[config.mk]
export PLATFORM = sky130hd
export DESIGN_NAME = pipe_issue_ctrl
export DESIGN_NICKNAME = d
export VERILOG_FILES = /design/src/rtl/pipe_issue_ctrl.sv
export SDC_FILE = /design/constraint.sdc
export NUM_CORES = 1
export LEC_CHECK = 0
export CAP_MARGIN = 0
export CORE_ASPECT_RATIO = 0.7
export CORE_MARGIN = 8
export CORE_UTILIZATION = 55
export DETAILED_ROUTE_END_ITERATION = 6
export PLACE_DENSITY = 0.79
export SETUP_SLACK_MARGIN = 0.5
export SYNTH_ARGS = -nofsm -noshare
export SYNTH_HDL_FRONTEND = slang
export SYNTH_SLANG_ARGS = --single-unit
[constraint.sdc]
create_clock -name clk -period 3.39 [get_ports clk]
set_input_delay 0.678 -clock clk [delete_from_list [all_inputs] [get_ports clk]]
set_output_delay 0.678 -clock clk [all_outputs]
set_load 0.01 [all_outputs]
[src/rtl/pipe_issue_ctrl.sv]
// pipe_issue_ctrl
// Issue controller for the register-file/ALU/writeback/store pipeline.
// Incoming instruction words are buffered in a small FIFO. At most one is
// issued per clock. Issue stalls on read-after-write hazards against
// in-flight destinations, and illegal func codes are dropped. A drain
// handshake lets software quiesce the pipeline.
// Optional feature: define PIPE_ISSUE_STALLCNT_EN to add the stall_cnt
// output, a saturating count of hazard-stalled clocks.

module pipe_issue_ctrl #(
    parameter int DEPTH  = 4,
    parameter int WB_LAT = 2,
    parameter int CNT_W  = 16
) (
    input  logic             clk,
    input  logic             rst,
    input  logic             in_valid,
    output logic             in_ready,
    input  logic [3:0]       in_rs1,
    input  logic [3:0]       in_rs2,
    input  logic [3:0]       in_rd,
    input  logic [3:0]       in_func,
    input  logic [7:0]       in_addr,
    input  logic             en,
    input  logic             drain_req,
    output logic             drain_done,
    output logic             iss_valid,
    output logic [3:0]       iss_rs1,
    output logic [3:0]       iss_rs2,
    output logic [3:0]       iss_rd,
    output logic [3:0]       iss_func,
    output logic [7:0]       iss_addr,
    output logic             err_illegal,
    output logic [CNT_W-1:0] issue_cnt
`ifdef PIPE_ISSUE_STALLCNT_EN
    ,
    output logic [CNT_W-1:0] stall_cnt
`endif
);

    localparam int AW = $clog2(DEPTH);

    typedef enum logic [1:0] {RUN, DRAIN, DONE} state_t;

    typedef struct packed {
        logic [7:0] addr;
        logic [3:0] func;
        logic [3:0] rd;
        logic [3:0] rs2;
        logic [3:0] rs1;
    } instr_t;

    state_t            state_q, state_d;
    instr_t            mem_q [DEPTH];
    logic [AW:0]       wrPtr_q, rdPtr_q;
    logic [WB_LAT-1:0] sbValid_q;
    logic [3:0]        sbRd_q [WB_LAT];
    instr_t            iss_q;
    logic              issValid_q;
    logic              errIllegal_q;
    logic [CNT_W-1:0]  issueCnt_q;

    instr_t head;
    instr_t inWord;
    logic   empty, full, illegal, hazard;
    logic   doIssue, doDrop, push, pop, sbIdle;

    assign inWord   = {in_addr, in_func, in_rd, in_rs2, in_rs1};
    assign empty    = (wrPtr_q == rdPtr_q);
    assign full     = (wrPtr_q[AW] != rdPtr_q[AW]) &&
                      (wrPtr_q[AW-1:0] == rdPtr_q[AW-1:0]);
    assign head     = mem_q[rdPtr_q[AW-1:0]];
    assign in_ready = !full && (state_q == RUN) && !rst;
    assign push     = in_valid && in_ready;
    assign illegal  = (head.func > 4'd11);
    assign sbIdle   = (sbValid_q == '0);
    assign doDrop   = !empty && illegal;
    assign doIssue  = !empty && !illegal && en && !hazard;
    assign pop      = doDrop || doIssue;

    // The head is blocked if any pending writeback targets either source.
    // Both sources are checked for every func.
    always_comb begin
        hazard = 1'b0;
        for (int i = 0; i < WB_LAT; i++) begin
            if (sbValid_q[i] && (sbRd_q[i] == head.rs1 || sbRd_q[i] == head.rs2)) begin
                hazard = 1'b1;
            end
        end
    end

    // Drain handshake: leave RUN on request, finish once nothing is buffered
    // or pending, and return to RUN whenever the request drops.
    always_comb begin
        state_d = state_q;
        case (state_q)
            RUN: begin
                if (drain_req) state_d = DRAIN;
            end
            DRAIN: begin
                if (!drain_req)           state_d = RUN;
                else if (empty && sbIdle) state_d = DONE;
            end
            DONE: begin
                if (!drain_req) state_d = RUN;
            end
            default: state_d = RUN;
        endcase
    end

    // FIFO storage. Contents need no reset because the pointers define validity.
    always_ff @(posedge clk) begin
        if (push) begin
            mem_q[wrPtr_q[AW-1:0]] <= inWord;
        end
    end

    // Pointers, state, issue registers, counter and writeback scoreboard.
    always_ff @(posedge clk) begin
        if (rst) begin
            state_q      <= RUN;
            wrPtr_q      <= '0;
            rdPtr_q      <= '0;
            issValid_q   <= 1'b0;
            errIllegal_q <= 1'b0;
            iss_q        <= '0;
            issueCnt_q   <= '0;
            sbValid_q    <= '0;
            for (int i = 0; i < WB_LAT; i++) begin
                sbRd_q[i] <= '0;
            end
        end else begin
            state_q      <= state_d;
            issValid_q   <= doIssue;
            errIllegal_q <= doDrop;
            if (push) wrPtr_q <= wrPtr_q + (AW+1)'(1);
            if (pop)  rdPtr_q <= rdPtr_q + (AW+1)'(1);
            if (doIssue) begin
                iss_q      <= head;
                issueCnt_q <= issueCnt_q + CNT_W'(1);
            end
            sbValid_q[0] <= doIssue;
            sbRd_q[0]    <= head.rd;
            for (int i = 1; i < WB_LAT; i++) begin
                sbValid_q[i] <= sbValid_q[i-1];
                sbRd_q[i]    <= sbRd_q[i-1];
            end
        end
    end

    assign drain_done  = (state_q == DONE);
    assign iss_valid   = issValid_q;
    assign iss_rs1     = iss_q.rs1;
    assign iss_rs2     = iss_q.rs2;
    assign iss_rd      = iss_q.rd;
    assign iss_func    = iss_q.func;
    assign iss_addr    = iss_q.addr;
    assign err_illegal = errIllegal_q;
    assign issue_cnt   = issueCnt_q;

`ifdef PIPE_ISSUE_STALLCNT_EN
    logic [CNT_W-1:0] stallCnt_q;

    // Count clocks where a legal head would issue except for a hazard.
    // The count saturates at all-ones.
    always_ff @(posedge clk) begin
        if (rst) begin
            stallCnt_q <= '0;
        end else if (!empty && en && !illegal && hazard && (stallCnt_q != '1)) begin
            stallCnt_q <= stallCnt_q + CNT_W'(1);
        end
    end

    assign stall_cnt = stallCnt_q;
`endif

endmodule
==> results of run 1 <==
-- path summary, 6_finish.rpt --
path,start,end,slack (ps)
worst max-delay path,flop,issue_cnt[13],550
worst min-delay path,iss_rs2[2],iss_rs2[2],490
worst max register to register,flop,issue_cnt[13],550
worst min register to register,iss_rs2[2],iss_rs2[2],490
-- cell usage after synthesis (all sizes together) --
cell type	count
clkbuf	5
or4	8
a31oi	1
nor2b	7
mux4	24
nor4	4
o31ai	9
or3b	1
mux2i	24
dlygate4sd1	2
nor3b	1
a21oi	19
nor4b	2
o21ai	8
or3	6
a21o	1
mux2	2
nand3	8
nand3b	1
nor2	35
nand2	9
buf	9
nand4	1
xnor2	3
xor2	19
inv	8
dfxtp	61
edfxtp	96
a2111oi	1
ha	6
and4	1
and3	8
and2	6
nor3	2
-- timing repair --
| action | 4_1_cts | 5_1_grt |
|---|---|---|
| resized for setup | 7 | 9 |
| setup buffers | 0 | 11 |
| gates cloned | 0 | 1 |
| pin swaps | 1 | 4 |
| endpoints found under the setup margin | 41 | 42 |
-- power groups by stage --
stage / sequential, mW / clock (mW) / combinational (mW)
3_5_place_dp: 2.29 / 0 / 0.843
5_1_grt: 2.25 / 2.09 / 1.04
2_1_floorplan: 2.26 / 0 / 0.599
4_1_cts: 2.25 / 2.00 / 0.872
3_3_place_gp: 2.28 / 0 / 0.817
6_report: 2.24 / 1.98 / 0.966
-- worst register-to-register path: stages (launching register included) --
cell     delay (ps)
dfxtp_4         400
buf_4           130
mux4_2          560
xor2_1          250
nor4_2           90
o21ai_2         250
buf_12          150
nand4_4         170
or3b_1          430
mux2_1          310
-- layout by cell type, fill, tap and decap left out, types with 2 or more instances in the layout --
master | Yosys | routed
a21oi_1 | 19 | 19
and2_1 | 6 | 6
and3_1 | 8 | 8
buf_12 | 1 | 2
buf_4 | 1 | 18
bufinv_16 | 0 | 4
clkbuf_16 | 0 | 17
clkdlybuf4s50_1 | 0 | 70
clkinv_2 | 0 | 2
clkinvlp_4 | 0 | 4
dfxtp_1 | 61 | 59
edfxtp_1 | 96 | 96
ha_1 | 6 | 6
inv_1 | 8 | 8
mux2_1 | 2 | 2
mux2i_1 | 24 | 24
mux4_1 | 7 | 3
mux4_2 | 17 | 21
nand2_1 | 9 | 9
nand3_1 | 8 | 8
nor2_1 | 35 | 35
nor2b_1 | 7 | 7
nor3_1 | 2 | 2
nor4_2 | 4 | 4
nor4b_1 | 2 | 2
o21ai_0 | 4 | 4
o21ai_1 | 2 | 2
o21ai_2 | 2 | 2
o31ai_1 | 9 | 9
or3_1 | 6 | 6
or4_1 | 8 | 8
xnor2_1 | 3 | 3
xor2_1 | 19 | 15
xor2_2 | 0 | 4
-- layout make-up --
class | count | area, um^2
well taps | 153 | 191
fillers | 740 | 3170
inverters | 8 | 30.0
clock inverters | 14 | 193
multi-input cells | 218 | 1940
repair buffers | 93 | 901
flip-flops and latches | 157 | 4110
clock buffers | 18 | 429
-- routing by layer --
| metal | routed length, um | part of all wire (%) | track usage (%) |
|---|---|---|---|
| met5 | 0 | 0 | 0 |
| met4 | 180 | 1.3 | 8.62 |
| met3 | 1140 | 8.5 | 5.41 |
| met2 | 6410 | 48 | 29.0 |
| met1 | 5670 | 42 | 22.8 |
-- state kept, by name, summed over array words and instances (netlist names), 4 cells and up, named ones only --
register	flops
mem_q	96
issue_cnt	16
iss_addr	8
sbRd_q	8
iss_func	4
iss_rd	4
iss_rs1	4
iss_rs2	4
-- kinds of logic after synthesis --
| family | share of synthesized area, % |
|---|---|
| compound gates | 3.78 |
| xor+xnor | 3.13 |
| fa+ha+maj | 1.22 |
| buf+inv | 2.70 |
| flops | 66.7 |
| mux | 13.5 |
| simple gates | 9.04 |
-- through the flow --
stage | area [um^2] | cells
final | 7800 | 661
after global placement | 7010 | 617
after global routing | 7800 | 661
after floorplan | 6160 | 398
after CTS | 7650 | 649
after detailed placement | 7010 | 617
==> out/qor.csv, run 1 <==
stage,metric,value,unit
critical_path,Crit path required time,3690,ps
critical_path,crit path cell chain,buf_4 -> mux4_2 -> xor2_1 -> nor4_2 -> o21ai_2 -> buf_12 -> nand4_4 -> or3b_1 -> mux2_1,
critical_path,R2R cell count,9,
timing,Clock Skew,9.15,ps
layout,area grow syn2layout,26.6,%
placement,dpl ws,198,ps
worst_hold_path,WHS Path Cells,2,
placement,global placement routability congestion,0.782,
logic_synthesis,Post-Synthesis Cell Area,6160,um^2
critical_path,"slowest stage delay, CP",560,ps
timing,Worst Tran Pin Value,683,ps
power_and_ir_drop,Clock power frac,38.2,%
drt,First-pass DRT Iterations,5,
power_and_ir_drop,combinational power share,18.6,%
logic_synthesis,Yosys top cell area share,46.8,%
drt,WL/cell,20.3,um
die,Top Ports,73,
power_and_ir_drop,register share of total power,43.2,%
power_and_ir_drop,LEAKAGE,2.64,nW
timing,Fmax achieved,352,MHz
critical_path,CP max-delay cell,mux4_2,
die,die area,14900,um^2
grt,largest net degree at the start of global routing,60,
logic_synthesis,synthesized flop and latch total,157,
timing,period utilization,83.8,%
critical_path,Setup CP Type,flop to flop,
die,# rows,32,
critical_path,Crit. End Element,flop,
logic_synthesis,average cell area after synthesis,15.5,um^2
logic_synthesis,largest cells by area after synthesis,"edfxtp_1, dfxtp_1, mux4_2, mux2i_1, mux4_1",
die,core area,11000,um^2
timing,setup TNS,0,ps
clock_tree,Worst-Skew Late Latency,420,ps
logic_synthesis,cell taking the most area after synthesis,edfxtp_1,
clock_tree,CTS tree,yes,
flow_run,max_cap viols,0,
die,Starting Density,56.1,%
clock_tree,CTS max path bufs,2,
grt,GRT overflow,0,
timing,Hold WS,491,ps
clock_tree,clock-pin transition on the worst setup and hold timing paths,60,ps
clock_tree,H-tree depth,4,
layout,"Core Util, Final",71.1,%
timing,Setup-failing EPs final,0,
die,die width,142,um
logic_synthesis,Mapped Cells,398,
placement,Buffers on Ports,72,
die,die span in y,105,um
critical_path,WP buf/inv,2,
critical_path,Crit path max-delay family,multiplexers,
power_and_ir_drop,Pwr Density,665,nW/um^2
status,outcome,completed,
grt,overall routing resource usage,18.3,%
grt,first-pass GRT wire length,20600,um
power_and_ir_drop,total power,5.19,mW
critical_path,Critical Path Start Type,flop,
grt,vias in the first global route,3848,
logic_synthesis,synth unique cells,40,
critical_path,instance count on the critical path,9,
clock_tree,CTS Root Cell,clkbuf_16,
timing,Final WS setup,550,ps
critical_path,Worst Path Max Fanout,10,
drt,Post-DRT Antenna Nets,0,
logic_synthesis,register area share after synthesis,66.7,%
worst_hold_path,type of the most critical hold path,flop to flop,
timing,unrepaired setup endpoints after global routing,true,
grt,antenna violations before repair,0,
layout,nets,530,
layout,n_diodes,0,
logic_synthesis,Yosys warning total,0,
power_and_ir_drop,switching power,1.32,mW
drt,Residual DRC,0,
timing,relative slew slack,54.5,%
power_and_ir_drop,Sw Ratio,25.5,%
logic_synthesis,Synth Net Count,433,
power_and_ir_drop,Internal Power,3.87,mW
drt,vias per inst,5.63,
timing,Final Slew Violations,0,
drt,vias,3720,
clock_tree,clock tree sinks,157,
timing,Tmin final,2840,ps
drt,initial drt markers,276,
timing,endpoints failing hold,0,
layout,layout cells sized above 1,17.5,%
critical_path,critical path arrival,3150,ps
power_and_ir_drop,Worst VDD drop,0.000435,V
placement,post-DP HPWL,8180,um
clock_tree,cts hold-fix bufs,0,
drt,routed wire length,13400,um
clock_tree,Num CTS Buffers,17,
Power figures use the tool's default switching activity.
==> inputs of run 2 (changes only) <==
CORE_UTILIZATION = 50   (was 55)
PLACE_DENSITY = 0.75   (was 0.79)
clock period = 2.5 ns   (was 3.39 ns; I/O delays follow)
==> run 2 against run 1 <==
Compared with the run above: the run now ends with setup timing left; combinational power rose by 66%; clock skew rose by 0.98 ps; highest routed layer unchanged; register-to-register slack got worse by 710 ps; sequential share of layout area fell by 2.9 points; cell area increased by 6.2%.
==> out/qor.csv, run 2 (same netlist as run 1, synthesis figures left out) <==
stage,metric,value,unit
drt,First-pass DRT Iterations,4,
clock_tree,cts hold-fix bufs,0,
status,outcome,"complete, but fails checks",
die,die span in y,109,um
layout,"most common cell after layout, fill and taps aside",edfxtp_1,
placement,dpl ws,-244,ps
grt,antenna violations before repair,0,
timing,unrepaired setup endpoints after global routing,true,
clock_tree,CTS tree,yes,
clock_tree,CTS max path bufs,2,
layout,Layout Cells excl Fill,686,
flow_run,max_cap viols,0,
grt,first-pass GRT wire length,20400,um
clock_tree,Worst-Skew Late Latency,420,ps
drt,Post-DRT Antenna Nets,0,
worst_hold_path,type of the most critical hold path,flop to flop,
die,die width,149,um
layout,layout cells sized above 1,26.5,%
status,failing checks,setup timing,
timing,period utilization,106,%
timing,Clock Skew,10.1,ps
grt,vias in the first global route,3882,
die,Top Ports,73,
clock_tree,clock-pin transition on the worst setup and hold timing paths,60,ps
grt,overall routing resource usage,16.6,%
placement,Buffers on Ports,72,
timing,Final Slew Violations,0,
placement,post-DP HPWL,8240,um
timing,relative slew slack,42.3,%
critical_path,Worst Path Max Fanout,8,
critical_path,Crit path required time,2850,ps
placement,global placement routability congestion,0.758,
critical_path,Critical Path Start Type,flop,
die,# rows,34,
drt,WL/cell,20.5,um
timing,Worst Tran Pin Value,859,ps
drt,vias per inst,5.55,
timing,Fmax achieved,376,MHz
layout,number of flip-flops in the largest register,96,
layout,cell area after layout,8280,um^2
clock_tree,CTS Root Cell,clkbuf_16,
drt,routed wire length,14100,um
timing,endpoints failing hold,0,
layout,area grow syn2layout,34.5,%
timing,Final WS setup,-159,ps
timing,Tmin final,2660,ps
timing,Hold WS,475,ps
critical_path,Crit. End Element,flop,
placement,Placed Area,7260,um^2
critical_path,Setup CP Type,flop to flop,
die,Starting Density,50.4,%
critical_path,critical path arrival,3000,ps
layout,most frequent cells in the layout,"edfxtp_1, clkdlybuf4s50_1, dfxtp_1",
clock_tree,H-tree depth,4,
die,die area,16200,um^2
power_and_ir_drop,Worst VDD drop,0.000576,V
clock_tree,clock tree sinks,157,
placement,placed insts,643,
grt,largest net degree at the start of global routing,60,
die,core area,12200,um^2
layout,"Core Util, Final",67.8,%
layout,nets,547,
timing,Setup-failing EPs final,44,
drt,Residual DRC,0,
power_and_ir_drop,LEAKAGE,2.83,nW
clock_tree,Num CTS Buffers,17,
power_and_ir_drop,Pwr Density,923,nW/um^2
grt,GRT overflow,0,
drt,initial drt markers,214,
drt,vias,3810,
layout,n_diodes,0,
[run 2: timing repair]
item,4_1_cts,5_1_grt
setup buffers,6,3
gates resized for setup,36,23
setup endpoints to repair,139,91
pin swaps,10,10
gates cloned,0,3
[run 2: final timing paths]
| kind | startpoint | end | slack, ps | cells after the start |
|---|---|---|---|---|
| worst min-delay path | state_q[1] | state_q[0] | 480 | 1 |
| worst max register to register | flop | issue_cnt[11] | -160 | 9 |
| worst max-delay path | flop | issue_cnt[11] | -160 | 9 |
| worst min register to register | state_q[1] | state_q[0] | 480 | 1 |
[run 2: critical path, cell delays in order (launching register included)]
cell and delay, ps:
dfxtp_4 370, buf_12 130, mux4_2 560, xor2_1 240, nor4_2 90, o21ai_2 230, nand4_4 160, buf_6 160
or4_4 500, a21oi_2 140
[run 2: layout make-up]
| cell class | count | area [um^2] |
|---|---|---|
| Sequential cell | 157 | 4120 |
| Fill cell | 796 | 3930 |
| Timing Repair Buffer | 110 | 1130 |
| Tap cell | 162 | 203 |
| Multi-Input combinational cell | 218 | 2100 |
| Clock buffer | 18 | 429 |
| Inverter | 8 | 30.0 |
| Clock inverter | 13 | 262 |
[run 2: per-stage QoR]
| stage | power [mW] | setup TNS [ps] |
|---|---|---|
| 6_report | 7.64 | -3120 |
| 3_5_place_dp | 4.41 | -4350 |
| 2_1_floorplan | 3.90 | 0 |
| 5_1_grt | 7.90 | -7340 |
| 3_3_place_gp | 4.38 | -1010 |
| 4_1_cts | 7.51 | -2590 |
[run 2: report_power, final]
group | internal [mW] | switching (mW) | total, mW
combinational | 0.861 | 0.742 | 1.60
sequential | 2.91 | 0.126 | 3.04
clock | 1.98 | 1.02 | 3.00
[run 2: per-layer routing]
metal | track usage (%) | wire (um)
met5 | 0 | 0
met4 | 7.25 | 213
met3 | 5.31 | 826
met2 | 27.4 | 6910
met1 | 20.0 | 6140
